`src/rtl/decoder_cfg_pkg.sv`:
```
// Shared definitions for the Dock address-decoder configuration loader.
// Contents: frame SYNC byte, loader state enum, error codes, default IRQ
// configuration base and the decoder cfg-map window offsets.
package decoder_cfg_pkg;

  localparam int unsigned CFG_DW = 8;

  localparam logic [7:0] SYNC_BYTE            = 8'hA5;
  localparam logic [7:0] IRQ_CFG_BASE_DEFAULT = 8'hC0;

  localparam logic [1:0] ERR_NONE     = 2'b00;
  localparam logic [1:0] ERR_ZERO_LEN = 2'b01;
  localparam logic [1:0] ERR_RANGE    = 2'b10;
  localparam logic [1:0] ERR_CSUM     = 2'b11;

  // Window table offsets in the decoder cfg map (all below IRQ_CFG_BASE_DEFAULT)
  localparam logic [7:0] CFG_BASE_OFS = 8'h00;
  localparam logic [7:0] CFG_MASK_OFS = 8'h30;
  localparam logic [7:0] CFG_SLOT_OFS = 8'h60;
  localparam logic [7:0] CFG_OP_OFS   = 8'h90;

  typedef enum logic [2:0] {
    StIdle,
    StAddr,
    StLen,
    StData,
    StDrain,
    StCsum,
    StCommit
  } loader_state_e;

endpackage

```
`src/rtl/cfg_stage_buf.sv`:
```
// Staging register file holding one frame's data bytes until the checksum
// has been verified. One synchronous write port, one asynchronous read port.
// Ports:
//   cfg_clk  - clock
//   i_we     - write enable
//   i_waddr  - write index
//   i_wdata  - write byte
//   i_raddr  - read index
//   o_rdata  - read byte (combinational)
module cfg_stage_buf
  import decoder_cfg_pkg::*;
#(
  parameter int unsigned DEPTH = 16,
  parameter int unsigned IDX_W = 4
) (
  input  logic              cfg_clk,
  input  logic              i_we,
  input  logic [IDX_W-1:0]  i_waddr,
  input  logic [CFG_DW-1:0] i_wdata,
  input  logic [IDX_W-1:0]  i_raddr,
  output logic [CFG_DW-1:0] o_rdata
);

  logic [CFG_DW-1:0] r_mem [DEPTH];

  // Contents need no reset: a frame is always fully written before it is read.
  always_ff @(posedge cfg_clk) begin
    if (i_we) begin
      r_mem[i_waddr] <= i_wdata;
    end
  end

  assign o_rdata = r_mem[i_raddr];

endmodule

```
`src/rtl/decoder_cfg_loader.sv`:
```
// Byte-stream frame parser feeding the address decoder's configuration port.
// Frame: SYNC(A5), ADDR, LEN, LEN data bytes [, CSUM].
// Build option: DECODER_CFG_LOADER_CSUM_EN stages the frame and writes it out
// only after the trailing checksum byte verifies.
// Ports:
//   cfg_clk      - clock, rising edge
//   rst_n        - asynchronous reset, active HIGH despite the name
//   i_in_valid / o_in_ready / i_in_data - upstream byte stream
//   o_cfg_we / o_cfg_addr / o_cfg_wdata - one-cycle decoder write strobe
//   o_busy       - parser not idle
//   o_done       - frame completed pulse
//   o_err        - frame rejected pulse
//   o_err_code   - reason of last rejection (held)
module decoder_cfg_loader
  import decoder_cfg_pkg::*;
#(
  parameter int unsigned MAX_LEN      = 16,
  parameter logic [7:0]  IRQ_CFG_BASE = IRQ_CFG_BASE_DEFAULT
) (
  input  logic       cfg_clk,
  input  logic       rst_n,
  input  logic       i_in_valid,
  output logic       o_in_ready,
  input  logic [7:0] i_in_data,
  output logic       o_cfg_we,
  output logic [7:0] o_cfg_addr,
  output logic [7:0] o_cfg_wdata,
  output logic       o_busy,
  output logic       o_done,
  output logic       o_err,
  output logic [1:0] o_err_code
);

  localparam logic [8:0] MAX_LEN_W = 9'(MAX_LEN);
`ifdef DECODER_CFG_LOADER_CSUM_EN
  localparam logic [8:0]  TRAIL_BYTES = 9'd1;
  localparam int unsigned IDX_W       = (MAX_LEN > 1) ? $clog2(MAX_LEN) : 1;
`else
  localparam logic [8:0]  TRAIL_BYTES = 9'd0;
`endif

  loader_state_e r_state;
  logic [7:0]    r_cur_addr;
  logic [8:0]    r_cnt;
  logic          r_we;
  logic [7:0]    r_addr;
  logic [7:0]    r_wdata;
  logic          r_done;
  logic          r_err;
  logic [1:0]    r_err_code;

  logic          w_accept;
  logic [8:0]    w_last_addr;
  logic          w_range_bad;

`ifdef DECODER_CFG_LOADER_CSUM_EN
  logic [7:0]       r_len;
  logic [7:0]       r_sum;
  logic [IDX_W-1:0] r_idx;
  logic             w_buf_we;
  logic [IDX_W-1:0] w_raddr;
  logic [7:0]       w_rdata;
  logic [7:0]       w_csum_total;

  assign o_in_ready   = (r_state != StCommit);
  assign w_buf_we     = (r_state == StData) && w_accept;
  // CSUM state pre-reads slot 0 so the first write goes out right after CSUM.
  assign w_raddr      = (r_state == StCsum) ? '0 : r_idx;
  assign w_csum_total = r_sum + i_in_data;

  cfg_stage_buf #(
    .DEPTH (MAX_LEN),
    .IDX_W (IDX_W)
  ) u_stage_buf (
    .cfg_clk (cfg_clk),
    .i_we    (w_buf_we),
    .i_waddr (r_idx),
    .i_wdata (i_in_data),
    .i_raddr (w_raddr),
    .o_rdata (w_rdata)
  );
`else
  logic r_done_pend;

  assign o_in_ready = 1'b1;
`endif

  assign w_accept = i_in_valid && o_in_ready;

  // 9-bit end address so a window wrapping past FF is caught as out of range.
  assign w_last_addr = {1'b0, r_cur_addr} + {1'b0, i_in_data} - 9'd1;
  assign w_range_bad = ({1'b0, i_in_data} > MAX_LEN_W) ||
                       (w_last_addr >= {1'b0, IRQ_CFG_BASE});

  always_ff @(posedge cfg_clk or posedge rst_n) begin
    if (rst_n) begin
      r_state     <= StIdle;
      r_cur_addr  <= 8'h00;
      r_cnt       <= 9'd0;
      r_we        <= 1'b0;
      r_addr      <= 8'h00;
      r_wdata     <= 8'h00;
      r_done      <= 1'b0;
      r_err       <= 1'b0;
      r_err_code  <= ERR_NONE;
`ifdef DECODER_CFG_LOADER_CSUM_EN
      r_len       <= 8'h00;
      r_sum       <= 8'h00;
      r_idx       <= '0;
`else
      r_done_pend <= 1'b0;
`endif
    end else begin
      r_we  <= 1'b0;
      r_err <= 1'b0;
`ifdef DECODER_CFG_LOADER_CSUM_EN
      r_done <= 1'b0;
`else
      r_done      <= r_done_pend;
      r_done_pend <= 1'b0;
`endif
      unique case (r_state)
        StIdle: begin
          if (w_accept && (i_in_data == SYNC_BYTE)) begin
            r_state <= StAddr;
          end
        end
        StAddr: begin
          if (w_accept) begin
            r_cur_addr <= i_in_data;
`ifdef DECODER_CFG_LOADER_CSUM_EN
            r_sum      <= i_in_data;
`endif
            r_state    <= StLen;
          end
        end
        StLen: begin
          if (w_accept) begin
            if (i_in_data == 8'h00) begin
              r_err      <= 1'b1;
              r_err_code <= ERR_ZERO_LEN;
              r_state    <= StIdle;
            end else if (w_range_bad) begin
              r_err      <= 1'b1;
              r_err_code <= ERR_RANGE;
              r_cnt      <= {1'b0, i_in_data} + TRAIL_BYTES;
              r_state    <= StDrain;
            end else begin
              r_cnt      <= {1'b0, i_in_data};
`ifdef DECODER_CFG_LOADER_CSUM_EN
              r_len      <= i_in_data;
              r_sum      <= r_sum + i_in_data;
              r_idx      <= '0;
`endif
              r_state    <= StData;
            end
          end
        end
        StData: begin
          if (w_accept) begin
            r_cnt <= r_cnt - 9'd1;
`ifdef DECODER_CFG_LOADER_CSUM_EN
            r_sum <= r_sum + i_in_data;
            r_idx <= r_idx + 1'b1;
            if (r_cnt == 9'd1) begin
              r_state <= StCsum;
            end
`else
            r_we       <= 1'b1;
            r_addr     <= r_cur_addr;
            r_wdata    <= i_in_data;
            r_cur_addr <= r_cur_addr + 8'd1;
            if (r_cnt == 9'd1) begin
              r_done_pend <= 1'b1;
              r_state     <= StIdle;
            end
`endif
          end
        end
        StDrain: begin
          if (w_accept) begin
            r_cnt <= r_cnt - 9'd1;
            if (r_cnt == 9'd1) begin
              r_state <= StIdle;
            end
          end
        end
`ifdef DECODER_CFG_LOADER_CSUM_EN
        StCsum: begin
          if (w_accept) begin
            if (w_csum_total == 8'h00) begin
              // First write issues here; COMMIT handles the remaining LEN-1.
              r_we       <= 1'b1;
              r_addr     <= r_cur_addr;
              r_wdata    <= w_rdata;
              r_cur_addr <= r_cur_addr + 8'd1;
              r_idx      <= IDX_W'(1);
              r_cnt      <= {1'b0, r_len} - 9'd1;
              r_state    <= StCommit;
            end else begin
              r_err      <= 1'b1;
              r_err_code <= ERR_CSUM;
              r_state    <= StIdle;
            end
          end
        end
        StCommit: begin
          if (r_cnt != 9'd0) begin
            r_we       <= 1'b1;
            r_addr     <= r_cur_addr;
            r_wdata    <= w_rdata;
            r_cur_addr <= r_cur_addr + 8'd1;
            r_idx      <= r_idx + 1'b1;
            r_cnt      <= r_cnt - 9'd1;
          end else begin
            // Leave COMMIT together with done so in_ready rises with it.
            r_done  <= 1'b1;
            r_state <= StIdle;
          end
        end
`endif
        default: r_state <= StIdle;
      endcase
    end
  end

  assign o_cfg_we    = r_we;
  assign o_cfg_addr  = r_addr;
  assign o_cfg_wdata = r_wdata;
  assign o_busy      = (r_state != StIdle);
  assign o_done      = r_done;
  assign o_err       = r_err;
  assign o_err_code  = r_err_code;

endmodule
```
`config.mk`:
```
export PLATFORM = sky130hd
export DESIGN_NAME = decoder_cfg_loader
export DESIGN_NICKNAME = d
export VERILOG_FILES = /design/src/rtl/decoder_cfg_pkg.sv /design/src/rtl/cfg_stage_buf.sv /design/src/rtl/decoder_cfg_loader.sv
export SDC_FILE = /design/constraint.sdc
export NUM_CORES = 1
export LEC_CHECK = 0
export CAP_MARGIN = 20
export CORE_ASPECT_RATIO = 2
export CORE_MARGIN = 1.5
export CORE_UTILIZATION = 55
export CTS_CLUSTER_DIAMETER = 30
export DETAILED_ROUTE_END_ITERATION = 7
export GPL_ROUTABILITY_DRIVEN = 0
export HOLD_SLACK_MARGIN = 0.1
export PLACE_DENSITY = 0.81
export SLEW_MARGIN = 40
export SYNTH_ARGS = -nofsm -noshare
export SYNTH_HDL_FRONTEND = slang
export SYNTH_HIERARCHICAL = 1
export SYNTH_SLANG_ARGS = --single-unit
```
`constraint.sdc`:
```
create_clock -name cfg_clk -period 3.1 [get_ports cfg_clk]
set_input_delay 0.31 -clock cfg_clk [delete_from_list [all_inputs] [get_ports cfg_clk]]
set_output_delay 0.31 -clock cfg_clk [all_outputs]
set_load 0.01 [all_outputs]
```
==> flow_summary.toml <==
[layout]
final_common_cell = "dfrtp_1"
most-common-layout-cells = "dfrtp_1, inv_1, o21ai_0"
final.fill_count = 392
nets = 366
final_area_um2 = 3050
syn_to_final_growth_pct = 18.9
layout-drive-gt1-share_pct = 8.90
diodes = 0
multi_input_area_um2 = 1280
regArea_um2 = 1050

[timing]
slew_headroom_pct = 54.8
period_minus_slack_ns = 2.84
setup_tns_ns = 0
fmax_mhz = 352
drv_slew = 0
finalHoldViolations = 0
fin_worst_skew_ns = 0.0102
rsz0062_at_grt = "false"
setup_ws_ns = 0.256
setup_viol = 0
fin_crit_sh_pct = 91.7
tightest_slew_ns = 0.679

[logic_synthesis]
yosysTopAreaCellShare_pct = 40.9
ys_ff_latch = 42
synth_edf_count = 0
async_reset_ff_share_pct = 100
synth.distinct_cells = 52
ys_seq_area_share_pct = 40.9
postSynthCellCount = 301
synth_top_flop_cell = "dfrtp_1"
netlist_top_cells_area = "dfrtp_1, ha_1, o21ai_0"
syn-cell-area_um2 = 2570
syn_nets = 331
synth_top_area_cell = "dfrtp_1"
ys.warnings.count = 6
syn_area_per_cell_um2 = 8.53

[drt]
wl_um = 5820
drc = 0
vias_per_cell = 5.73
drt_pass1_iterations = 4
vias = 2246
drt_iter0_drc = 64
drtAntennaViolNets = 0
wl_per_cell_um = 14.8

[die]
die_area_um2 = 5110
num_io_pins = 34
die_y_um = 99.6
core_um2 = 4550
start_util_pct = 56.4
die_w_um = 51.3
rows = 35

[run_status]
status = "finished, final reports clean"

[setup_path]
endpoint_kind = "register"
reg2reg_depth = 13
r2r_slack_ns = 0.35
worstPathArrival_ns = 3.03
critical_path_class = "input port to register"
r2r_start = "r_cur_addr[1]$_DFFE_PP0P_"
startpoint_type = "input port"
worstPathMaxFanout = 3
required_ns = 3.29
r2r_end = "r_state[1]$_DFFE_PP0P_"

[pwr]
clockPowerShare_pct = 12.6
power_density_nw_per_um2 = 947
cellLeakagePower_nw = 1.41
pwr-share-seq_pct = 34.3
ir_drop_mv = 0.584
power_frac_comb_pct = 53.2
swShare_pct = 42.9
p_int_mw = 1.65
p_sw_mw = 1.24

[clock_network]
cts_buffer_depth = 2
cts_htree_levels = 2
cts-root-buf = "clkbuf_8"
cts.sinks = 42
cts_buffers = 5
cts.repair.resized = 0
cts_tree = "done"
cts_setup_buffers = 0
worstSkewPairLatency_ns = 0.30
ctsHoldBuffers = 0
clkSlewWorstSetupHoldPaths_ns = 0.09

[place]
hpwl_um = 4430
dp_worst_setup_slack_ns = -0.0620
port_buffers = 32
placed_area_um2 = 2960

[hold_path]
hold_class = "register to register"
holdPathStages = 0
min_to = "o_done$_DFF_PP0_"
hp-start = "r_done_pend$_DFF_PP0_"

[global_routing]
grt_use_total_pct = 25.2
grt_max_degree = 43
grt_pass1_wl_um = 9800
gr-total-overflow = 0
antenna_found_initial = 0
first_global_vias = 2162

[flow_run]
drv_cap = 0
## routing by layer
layer	track usage [%]	vias to the layer above	wire length (µm)
li1	-	1101	-
met1	29.6	1075	2270
met2	44.0	53	3180
met3	1.95	17	139
met4	14.2	0	233
met5	0	-	0
## sequential cells by signal (all words and copies together), names as in the netlist
signal,flops
r_cur_addr,8
r_state,3
r_done_pend,1
o_cfg_wdata,8
o_err,1
o_done,1
o_cfg_we,1
o_cfg_addr,8
o_err_code,2
r_cnt,9
## synthesized netlist by cell type (2+ instances only)
cell type   n
or3_1       2
nand3b_1    2
a211oi_1    2
o211ai_1    2
nand4_1     3
buf_6       2
dfrtp_1    42
nand2_1    34
nor2b_1     4
buf_4       3
o21ai_0    38
a21oi_1    23
nor2_1     16
o21a_1      2
nand3_1     7
nand2b_1    4
a32o_1      4
nor4_1      2
a22oi_1     2
ha_1       18
o21ai_1     2
a22o_1      3
inv_1      40
o22ai_1     4
and3_1      2
clkbuf_1    9
nor3_1      4
## kinds of logic (layout without fill, tap and decap cells)
group / after synthesis / after routing / share of synthesized area (%)
flip-flops: 42 / 42 / 40.9
multiplexers: 1 / 1 / 0.438
AND/OR/NAND/NOR: 91 / 91 / 18.5
AO/OA/AOI/OAI: 90 / 90 / 20.9
other: 1 / 1 / 0.146
XOR/XNOR: 1 / 1 / 0.341
buffers and inverters: 56 / 92 / 9.25
adder cells (fa/ha/maj): 19 / 19 / 9.55
## through the flow
stage	power (mW)	utilization [%]	std cells	hold WS, ns
2_1_floorplan	2.05	-	301	0.331
3_3_place_gp	2.48	65.0	384	0.334
3_5_place_dp	2.54	65.0	384	0.339
4_1_cts	2.91	67.0	392	0.355
5_1_grt	3.16	67.0	392	0.350
6_report	2.89	67.0	392	0.347
## power groups by stage
stage          Combinational (mW)  Sequential, mW  Clock, mW
2_1_floorplan                1.09           0.964          0
3_3_place_gp                 1.49           0.989          0
3_5_place_dp                 1.54            1.00          0
4_1_cts                      1.55           0.987      0.378
5_1_grt                      1.74            1.03      0.391
6_report                     1.54           0.991      0.363
## layout make-up
type	instances	area share (%)
Clock inverter	3	0.779
Multi-Input combinational cell	203	41.9
Sequential cell	42	34.4
Inverter	40	4.92
Tap cell	55	2.25
Clock buffer	5	2.25
Timing Repair Buffer	44	13.4
## worst max-delay path: stages
cell and delay (ns):
clkdlybuf4s50_1 0.51, inv_1 0.07, ha_1 0.29, inv_1 0.06, ha_1 0.17, inv_1 0.06, fa_1 0.36, nor2b_1 0.12
o211ai_1 0.09, mux2_2 0.27, o311ai_1 0.27, buf_4 0.18, nor3_2 0.05, o211a_1 0.23
## how the worst max path moves through the flow
stage,start,to,slack [ns],cells after the start
detailed placement,i_in_data[1],r_state[1]$_DFFE_PP0P_,-0.06,14
CTS,i_in_data[1],r_state[1]$_DFFE_PP0P_,0.23,14
global route,i_in_data[1],r_state[1]$_DFFE_PP0P_,0.04,14
finish,i_in_data[1],r_state[1]$_DFFE_PP0P_,0.26,14
floorplan,r_cur_addr[1]$_DFFE_PP0P_,r_state[1]$_DFFE_PP0P_,0.60,12
global placement,i_in_data[1],r_state[1]$_DFFE_PP0P_,0.004,14
No activity file was read; power rests on OpenSTA's default activity.
